$ cat config.mk
export PLATFORM = sky130hd
export DESIGN_NAME = rv32im_mem_arb
export DESIGN_NICKNAME = d
export VERILOG_FILES = /design/src/rtl/rv32im_mem_arb.sv
export SDC_FILE = /design/constraint.sdc
export NUM_CORES = 1
export LEC_CHECK = 0
export ABC_AREA = 1
export BUFFER_PORTS_ARGS = -buffer_cell sky130_fd_sc_hd__buf_2
export CORE_AREA = 2 2 144 146
export CTS_CLUSTER_SIZE = 20
export DETAILED_ROUTE_END_ITERATION = 8
export DIE_AREA = 0 0 146 148
export PLACE_DENSITY_LB_ADDON = 0.12
export SLEW_MARGIN = 25
export SYNTH_ARGS = -nofsm -noshare
export SYNTH_HDL_FRONTEND = slang
export SYNTH_SLANG_ARGS = --single-unit
export TNS_END_PERCENT = 50
$ cat constraint.sdc
create_clock -name clk_i -period 4.4 [get_ports clk_i]
set_input_delay 0.44 -clock clk_i [delete_from_list [all_inputs] [get_ports clk_i]]
set_output_delay 0.44 -clock clk_i [all_outputs]
set_load 0.05 [all_outputs]
$ cat src/rtl/rv32im_mem_arb.sv
// rv32im_mem_arb: arbitrates one memory port between instruction fetch and load/store
// Ports:
//   clk_i, rst_ni          clock, async active-low reset
//   if_*                   fetch request (req/addr) and response (gnt/rvalid/rdata/err)
//   ls_*                   load/store request (req/we/be/addr/wdata) and response
//   mem_*                  external memory request (req/we/be/addr/wdata) and response (gnt/rvalid/rdata)
//   busy_o                 a transaction is in flight
module rv32im_mem_arb #(
    parameter int ADDR_W        = 32,
    parameter int DATA_W        = 32,
    parameter int TIMEOUT       = 255,
    parameter int MAX_LS_STREAK = 4
) (
    input  logic              clk_i,
    input  logic              rst_ni,
    input  logic              if_req_i,
    input  logic [ADDR_W-1:0] if_addr_i,
    output logic              if_gnt_o,
    output logic              if_rvalid_o,
    output logic [DATA_W-1:0] if_rdata_o,
    output logic              if_err_o,
    input  logic              ls_req_i,
    input  logic              ls_we_i,
    input  logic [3:0]        ls_be_i,
    input  logic [ADDR_W-1:0] ls_addr_i,
    input  logic [DATA_W-1:0] ls_wdata_i,
    output logic              ls_gnt_o,
    output logic              ls_rvalid_o,
    output logic [DATA_W-1:0] ls_rdata_o,
    output logic              ls_err_o,
    output logic              mem_req_o,
    output logic              mem_we_o,
    output logic [3:0]        mem_be_o,
    output logic [ADDR_W-1:0] mem_addr_o,
    output logic [DATA_W-1:0] mem_wdata_o,
    input  logic              mem_gnt_i,
    input  logic              mem_rvalid_i,
    input  logic [DATA_W-1:0] mem_rdata_i,
    output logic              busy_o
);
    localparam int SW = ($clog2(MAX_LS_STREAK + 1) < 3) ? 3 : $clog2(MAX_LS_STREAK + 1);
    localparam logic [SW-1:0] STREAK_MAX = SW'(MAX_LS_STREAK);
    localparam logic [15:0] TMO_LAST = 16'(TIMEOUT - 1);

    typedef enum logic [1:0] {IDLE, REQ, WAIT} state_t;

    state_t            state, state_nxt;
    logic              owner_ls;
    logic              we_q;
    logic [3:0]        be_q;
    logic [ADDR_W-1:0] addr_q;
    logic [DATA_W-1:0] wdata_q;
    logic [15:0]       cnt;
    logic [SW-1:0]     streak;
    logic              ls_gnt, if_gnt, done, tmo, fin;

    // a completing response in the same cycle as the timeout takes precedence
    assign tmo = (state != IDLE) && (cnt == TMO_LAST);
    assign fin = done || tmo;

    always_comb begin
        state_nxt = state;
        ls_gnt    = 1'b0;
        if_gnt    = 1'b0;
        done      = 1'b0;
        case (state)
            IDLE: begin
                // grants are combinational, so they are masked while reset is held
                ls_gnt    = rst_ni && ls_req_i && !(if_req_i && streak == STREAK_MAX);
                if_gnt    = rst_ni && if_req_i && !ls_gnt;
                state_nxt = (ls_gnt || if_gnt) ? REQ : IDLE;
            end
            REQ:     state_nxt = tmo ? IDLE : mem_gnt_i ? WAIT : REQ;
            WAIT: begin
                done      = mem_rvalid_i;
                state_nxt = (mem_rvalid_i || tmo) ? IDLE : WAIT;
            end
            default: state_nxt = IDLE;
        endcase
    end

    always_ff @(posedge clk_i or negedge rst_ni) begin
        if (!rst_ni) begin
            state    <= IDLE;
            owner_ls <= 1'b0;
            we_q     <= 1'b0;
            be_q     <= '0;
            addr_q   <= '0;
            wdata_q  <= '0;
            cnt      <= '0;
            streak   <= '0;
        end else begin
            state <= state_nxt;
            cnt   <= (ls_gnt || if_gnt) ? '0 : (state != IDLE) ? cnt + 16'd1 : cnt;
            if (ls_gnt) begin
                owner_ls <= 1'b1;
                we_q     <= ls_we_i;
                be_q     <= ls_be_i;
                addr_q   <= ls_addr_i;
                wdata_q  <= ls_wdata_i;
                streak   <= if_req_i ? ((streak == STREAK_MAX) ? streak : streak + SW'(1)) : '0;
            end else if (if_gnt) begin
                owner_ls <= 1'b0;
                we_q     <= 1'b0;
                be_q     <= 4'hF;
                addr_q   <= if_addr_i & ~ADDR_W'(3);
                wdata_q  <= '0;
                streak   <= '0;
            end
        end
    end

    assign if_gnt_o    = if_gnt;
    assign ls_gnt_o    = ls_gnt;
    assign busy_o      = state != IDLE;
    assign mem_req_o   = (state == REQ) && !tmo;
    assign mem_we_o    = mem_req_o && we_q;
    assign mem_be_o    = mem_req_o ? be_q : '0;
    assign mem_addr_o  = mem_req_o ? addr_q : '0;
    assign mem_wdata_o = mem_req_o ? wdata_q : '0;
    assign if_rvalid_o = fin && !owner_ls;
    assign ls_rvalid_o = fin && owner_ls;
    assign if_err_o    = if_rvalid_o && !done;
    assign ls_err_o    = ls_rvalid_o && !done;
    assign if_rdata_o  = (done && !owner_ls) ? mem_rdata_i : '0;
    assign ls_rdata_o  = (done && owner_ls) ? mem_rdata_i : '0;
endmodule

After elaboration in Yosys (flattened, before gate mapping) --
Index checks and enable logic that the tools add are counted.
Word-level totals: flip-flop bits (word level) 91, word-level logic and storage cells 71, bits of input ports 139, latch bits 0, memories kept 0, output and inout port bits 141, RAM bits 0, ROM bits 0
Operators by class: $add $sub $neg 2, div/mod/pow operators 0, multiplexer cells 28, multiply operators 0, magnitude comparators 0, reductions and logical operators 28, shift-type cells 0, equal/unequal tests 5, bitwise operators 0
Operators with widths (count):
- 2-to-1 mux 32 bit | 8
- 2-to-1 mux 16 bit | 2
- adder 16 x 1 -> 16 bit, second input constant | 1
- == test 16 x 8 -> 1 bit, second input constant | 1
- logical AND 1 bit | 14
- 2-to-1 mux 3 bit | 4
- 2-to-1 mux 4 bit | 3
- 2-to-1 mux 1 bit | 7
- 2-to-1 mux 2 bit | 3
- one-hot mux 2 bit (3 select lines) | 1
- nonzero test 2 bit | 3
- logical NOT 1 bit | 5
- logical OR 1 bit | 4
- adder 3 x 1 -> 3 bit, second input constant | 1
- == test 3 bit, second input constant | 1
- != test 3 bit, second input constant | 1
- == test 2 x 1 -> 1 bit, second input constant | 1
- == test 2 bit, second input constant | 1
- logical NOT 2 bit | 1
- AND reduction 2 bit | 1

Longest topological paths before layout --
Gate-level depths: netlist (run 1).
depth in word-level cells 9, depth in mapped cells 10, mapped depth without buffers 9

Worst setup path before layout (run 1) --
OpenSTA, ideal clock, no wires.
kind reg-to-output, start point register cnt[0], end point output if_err_o, buffers on the path 0, data arrival time 1.982 ns, path slack 1.978 ns, cell stages (with the launch flop) 7, cells stage by stage dfrtp_1 > inv_1 > ha_1 > nand2_1 > nor2_1 > nand3_2 > nor3_1
On the way: longest elaborated chain between the ends 5
RTL lines:
- from (decl) | RTL line 53 | logic [15:0] cnt;
- from (signal assigned) | RTL line 94 | cnt <= (ls_gnt || if_gnt) ? '0 : (state != IDLE) ? cnt + 16'd1 : cnt;
- == test 16 x 8 -> 1 bit | RTL line 58 | assign tmo = (state != IDLE) && (cnt == TMO_LAST);
- logical AND 1 bit | RTL line 58
- logical OR 1 bit | RTL line 59 | assign fin = done || tmo;
- logical AND 1 bit | RTL line 121 | assign if_rvalid_o = fin && !owner_ls;
- logical AND 1 bit | RTL line 123 | assign if_err_o = if_rvalid_o && !done;
- to (decl) | RTL line 21 | output logic if_err_o,
Every way passes these cells.

Worst setup path after layout (run 1) --
start point register state[1], end point output mem_addr_o[14]
On the way: longest elaborated chain between the ends 5, elaborated cells between the ends (all ways) 6
RTL lines:
- from (decl) | RTL line 47 | state_t state, state_nxt;
- from (signal assigned) | RTL line 93 | state <= state_nxt;
- nonzero test 2 bit | RTL line 58
- logical AND 1 bit | RTL line 58
- logical NOT 1 bit | RTL line 116 | assign mem_req_o = (state == REQ) && !tmo;
- logical AND 1 bit * | RTL line 116
- 2-to-1 mux 32 bit * | RTL line 119 | assign mem_addr_o = mem_req_o ? addr_q : '0;
- to (decl) | RTL line 34 | output logic [ADDR_W-1:0] mem_addr_o,
Mark *: on every way between the ends. The rest lies on a longest branch, timed or not.

==> results of run 1 <==
-- stage by stage --
stage               cells  total power [mW]  hold WS (ns)  setup WS, ns  instance area [um^2]
CTS                  1239              4.15         0.129          1.11                  6810
finish               1239              4.08         0.109          1.22                  6810
global route         1239              4.39         0.157         0.915                  6810
global placement     1223              3.38         0.469          1.51                  6530
floorplan             702              2.88         0.144          1.98                  4940
detailed placement   1223              3.38         0.471          1.50                  6530
-- area by class of cell --
type / count / area [um^2] / share of cell area
Clock buffer: 11 / 243 / 0.0356
Clock inverter: 5 / 36.3 / 0.00533
Inverter: 136 / 510 / 0.0750
Multi-Input combinational cell: 442 / 1960 / 0.288
Sequential cell: 91 / 2280 / 0.334
Tap cell: 270 / 338 / 0.0496
Timing Repair Buffer: 284 / 1440 / 0.212
-- state kept, by name (all words and copies together), names as in the netlist --
name / cells
streak: 3
owner_ls: 1
cnt: 16
wdata_q: 32
state: 2
addr_q: 32
be_q: 4
we_q: 1
-- worst max-delay path, cell delays in order (launching register included) --
cell and delay [ns]:
dfrtp_1 0.41, inv_2 0.05, nand2_1 0.35, nand2_1 0.09, nor2_1 0.12, nand3_2 0.16, nand2_2 0.44, buf_4 0.42
nor2_1 0.11, buf_2 0.23
-- cells in the final DEF, fill, tap and decap left out, drive strengths merged --
cell type,netlist,layout
buf,28,284
nor2,165,165
nand2,152,152
inv,136,137
dfrtp,91,91
o21ai,44,44
o211ai,30,30
nand3,20,20
clkbuf,5,11
a21oi,10,10
nor3,8,8
ha,4,4
clkinvlp,0,3
o22ai,2,2
nand4,2,2
and2,1,1
o21bai,1,1
nand3b,1,1
xor2,1,1
xnor2,1,1
clkinv,0,1
-- layer usage --
metal,vias to the layer above,GRT usage,wire length [um]
met5,-,0,0
met4,0,0.0476,228
met3,14,0.0475,1450
met2,206,0.271,7970
met1,2312,0.179,6940
li1,2635,-,-
-- worst max-delay path by stage --
stage,cells after the start,slack [ns],end,from
detailed placement,9,1.50,mem_addr_o[14],state[1]
global route,9,0.91,mem_addr_o[14],state[1]
finish,9,1.22,mem_addr_o[14],state[1]
global placement,9,1.51,mem_addr_o[14],state[1]
floorplan,6,1.98,if_err_o,cnt[0]
CTS,9,1.11,mem_addr_o[14],state[1]
-- kinds of logic after synthesis --
family	count (synthesis)
adder cells (fa/ha/maj)	4
buffers and inverters	169
XOR/XNOR	2
AO/OA/AOI/OAI	87
AND/OR/NAND/NOR	349
flip-flops	91
-- power groups by stage --
stage	clock network, mW	registers, mW	logic (mW)
2_1_floorplan	0	1.27	1.60
3_3_place_gp	0	1.30	2.08
3_5_place_dp	0	1.30	2.08
4_1_cts	0.782	1.29	2.08
5_1_grt	0.810	1.33	2.25
6_report	0.744	1.29	2.05
==> results by group, run 1 <==
Floorplan
  • Row Count: 52
  • Initial core utilization: 0.247
  • Die H: 148 um
  • Core Area: around 20000 um^2
  • Io pins: 280
  • Full die area: approximately 22000 um^2
  • Die X-Extent: 146 um

Critical path
  • Crit Path Class: flip-flop to output port
  • Crit path capture type: output port
  • Worst reg2reg path depth: 8
  • Data arrival time of the critical path: 2.74 ns
  • CP max FO: 30
  • Type of origin of the critical path: flip-flop
  • Crit Reg-Reg Endpoint: streak[1]
  • WP data required: 3.96 ns
  • Reg2reg setup slack: 2.13 ns
  • RR Startpoint: state[1]

STA
  • Crit path time final: 3.18 ns
  • Worst-Margin Slew: 1.00 ns
  • Setup violators final: 0
  • Fin. max-slew vios: 0
  • Worst slew margin: 0.329
  • Endpoints failing hold: 0
  • Layout Skew: ~0.0074 ns
  • RSZ-0062 raised after global routing: false
  • Period utilisation layout: 0.723
  • Fmax: 0.314 GHz
  • Setup_tns: 0 ns

Synthesis
  • Post-synthesis sequential element count: 91
  • YS warnings: 0
  • Largest family of logic cells by synthesized area: simple AND/OR/NAND/NOR gates
  • Post-synthesis mux area share: 0
  • Syn Area/Cell: 7.04 um^2
  • Most used DFF post-synth: dfrtp_1
  • Mapped Area: 4940 um^2
  • Area share of the largest cell type after synthesis: 0.461
  • Count leader, synth: nor2_1
  • Post-synthesis simple-gate area fraction: 0.279
  • Async S/R FF share, synth: 1.00
  • Complex-gate fraction of the synthesized area: 0.104
  • Top cells by area, synth: dfrtp_1, nor2_1, nand2_1
  • Netlist cell types: 26
  • Post-Synthesis Cells: 702
  • Sequential fraction of the synthesis area: 0.461
  • Top cells by instance count after synthesis: nor2_1, nand2_1, inv_1
  • XOR/XNOR Fraction of Synth Area: 0.00354
  • Synth area leader: dfrtp_1
  • Post-synth EDFFs: 0
  • Syn Nets: 845
  • Synth Area in Adders: 0.0101

Status
  • Status: completed

GRT
  • Total track usage: 0.154
  • Largest net degree at the start of global routing: 49
  • Initial antenna violation count: 0
  • First-pass GRT wire length: 26500 um
  • Vias in the first global route: 5141
  • Total global routing overflow: 0

Place
  • RePlAce Congestion: 0.743
  • HPWL Detailed: 12300 um
  • Port Buffer Count: 277

Drt
  • Post-Route WL: about 17000 um
  • Wire per inst: ~13 um
  • DR pass1 iterations: 4
  • First DRT Iteration DRCs: 198
  • DRC viols: 0
  • Total number of vias: 5167
  • DR vias/cell: 4.17
  • DRT antenna net count: 0

Job
  • Max_cap viols: 0

CTS
  • Clk pin slew, worst setup/hold paths: 0.07 ns
  • Clk sink count: 91
  • Clk Tree Root Cell: clkbuf_16
  • Post-cts repair resize count: 0
  • Bufs on Longest Clock Path: 2
  • CTS buffer count: 9
  • CTS tree: built
  • Hold-fix buffers, CTS: 0
  • Skew-Pair Late Insertion Delay: 0.35 ns
  • # Post-CTS Setup Buffers: 0
  • CTS H-tree lvls: 3

Pwr
  • Clock power share: 0.183
  • Part of the power in registers: 0.316
  • Maximum VDD drop: 0.335 mV
  • Switch share: 0.497
  • Static Leakage: 3.92 nW
  • Logic pwr share: 0.502
  • P per Cell Area: 599 nW/um^2
  • Switching pwr: around 2.0 mW
  • P_int: 2.05 mW

Cells and area
  • Layout cell share with drive strength beyond 1: 0.320
  • Synth-to-layout area growth: 37.7%
  • Post-Route Utilization: 0.340
  • Fill cells: 2258
  • ANT cells: 0
  • Nets: roughly 1100

Min path
  • Worst min path class: primary input to asynchronous set/reset pin
(Power assumes the default switching activity.)
==> run 2, diff against run 1 <==
clock period = 2.6 ns   (was 4.4 ns; I/O delays follow)
==> results by group, run 2 (synthesized netlist as in run 1, its figures left out) <==
CTS
  • CTS buffer count: 9
  • Bufs on Longest Clock Path: 2
  • # Post-CTS Setup Buffers: 0
  • CTS tree: built
  • Clk pin slew, worst setup/hold paths: 0.07 ns
  • CTS H-tree lvls: 3
  • Skew-Pair Late Insertion Delay: 0.35 ns
  • Clk sink count: 91
  • Clk Tree Root Cell: clkbuf_16

Floorplan
  • Die H: 148 um
  • Row Count: 52
  • Die X-Extent: ~150 um
  • Full die area: between 20000 and 25000 um^2
  • Io pins: 280
  • Initial core utilization: 0.247
  • Core Area: between 20000 and 25000 um^2

STA
  • Endpoints failing hold: 0
  • Fmax: 0.422 GHz
  • Period utilisation layout: 0.912
  • Worst-Margin Slew: 0.867 ns
  • Setup violators final: 0
  • Layout Skew: about 0.011 ns
  • Crit path time final: 2.37 ns
  • Fin. max-slew vios: 0
  • RSZ-0062 raised after global routing: false
  • Worst slew margin: 0.422
  • Setup_tns: 0 ns

Drt
  • DR vias/cell: 4.19
  • Post-Route WL: about 17000 um
  • Wire per inst: 13.6 um
  • DRT antenna net count: 0
  • DRC viols: 0
  • First DRT Iteration DRCs: 197
  • DR pass1 iterations: 6
  • Total number of vias: 5235

Place
  • Port Buffer Count: 277
  • RePlAce Congestion: 0.748
  • HPWL Detailed: 12900 um

GRT
  • Total global routing overflow: 0
  • Largest net degree at the start of global routing: 66
  • Initial antenna violation count: 0
  • First-pass GRT wire length: 26800 um
  • Total track usage: 0.157
  • Vias in the first global route: a little over 5000

Critical path
  • Type of origin of the critical path: flip-flop
  • Crit path capture type: output port
  • Number of cells on the critical path: 9
  • Worst reg2reg path depth: 9
  • Critical path cell sequence: inv_1 -> ha_1 -> nand2_1 -> nor2_1 -> nand3_4 -> nand2_8 -> buf_12 -> nor2_1 -> buf_2
  • Crit Path Class: flip-flop to output port
  • Slowest CP cell: dfrtp_1
  • CP max FO: 39
  • Most frequent CP cell: nor2_1
  • WP data required: 2.34 ns
  • Max incr delay on CP: 0.39 ns
  • CP top delay family: simple AND/OR/NAND/NOR gates
  • Worst Path Buf+Inv: 3
  • Data arrival time of the critical path: between 2 and 2.5 ns

Pwr
  • Logic pwr share: 0.495
  • Maximum VDD drop: 0.479 mV
  • Switching pwr: 3.46 mW
  • Static Leakage: ~4 nW
  • Switch share: 0.480
  • P_int: 3.75 mW
  • PnR Total Power: 7.20 mW
  • P per Cell Area: 1030 nW/um^2
  • Clock power share: 0.202
  • Part of the power in registers: 0.302

Status
  • Status: completed

Cells and area
  • Multi-input logic area: 1980 um^2
  • Most frequent cells in the layout: buf_2, nor2_1, nand2_1
  • Reg area: 2280 um^2
  • Most common cell after layout, fill and taps aside: buf_2
  • Layout cell share with drive strength beyond 1: 0.327
  • Leading registers by flop count: addr_q: 32 flops, wdata_q: 32 flops, cnt: 16 flops
  • ANT cells: 0
  • Post-Route Utilization: 0.349
  • Fill cells: 2220
  • Nets: between 1000 and 1500
  • Synth-to-layout area growth: 41.3%

Min path
  • Worst min path class: primary input to flip-flop
  • Hold Crit Depth: 3

Job
  • Max_cap viols: 0
-- run 2: cell types whose count changed in the layout (fill, tap and decap cells not counted), moves of 2 or more --
| cell | delta |
|---|---|
| bufinv_16 | +2 |
| buf_4 | +8 |
| nand2_2 | -2 |
| buf_12 | +2 |
-- run 2: worst min-delay path: cells and delay by family --
kind                   cells  cell delay [ns]
AO/OA/AOI/OAI              1             0.05
buffers and inverters      1             0.07
AND/OR/NAND/NOR            1             0.04
-- run 2: path summary, 6_finish.rpt --
check / start / to / slack, ns
max: cnt[0] / mem_we_o / 0.23
min: ls_wdata_i[26] / wdata_q[26] / 0.11
max reg2reg: state[0] / addr_q[26] / 0.79
min reg2reg: addr_q[30] / addr_q[30] / 0.49
max in group asynchronous: rst_ni / wdata_q[20] / 0.84
min in group asynchronous: rst_ni / cnt[12] / 0.57
-- run 2: power groups by stage --
stage	clock network (mW)	registers, mW	logic (mW)
floorplan	0	2.16	2.71
global route	1.56	2.24	3.90
global placement	0	2.19	3.60
finish	1.46	2.18	3.57
CTS	1.50	2.18	3.61
detailed placement	0	2.20	3.60
-- run 2: what timing repair did --
item | CTS | global route
endpoints found under the setup margin | 0 | 62
hold endpoints to repair | 26 | 0
gates resized for setup | 0 | 3
hold buffers | 1 | 0
-- run 2: layer usage --
layer / global-route usage / share of wire
met5: 0 / 0
met4: 0.0510 / 0.014
met3: 0.0475 / 0.086
met2: 0.269 / 0.47
met1: 0.188 / 0.43
-- run 2: cell type report --
class	count	area share
clock buffer	10	0.0342
clock inverter	6	0.0127
inverter	136	0.0731
multi-input combinational	442	0.284
sequential	91	0.326
tap	270	0.0483
timing repair buffer	295	0.222
-- run 2: through the flow --
step / setup slack, ns / instances / cell area (um^2) / hold slack (ns)
global route: 0.0121 / 1250 / 6990 / 0.116
detailed placement: 0.416 / 1233 / 6630 / 0.362
CTS: 0.0306 / 1250 / 6970 / 0.0985
finish: 0.228 / 1250 / 6990 / 0.108
global placement: 0.427 / 1233 / 6630 / 0.357
floorplan: 0.358 / 702 / 4940 / -0.0356
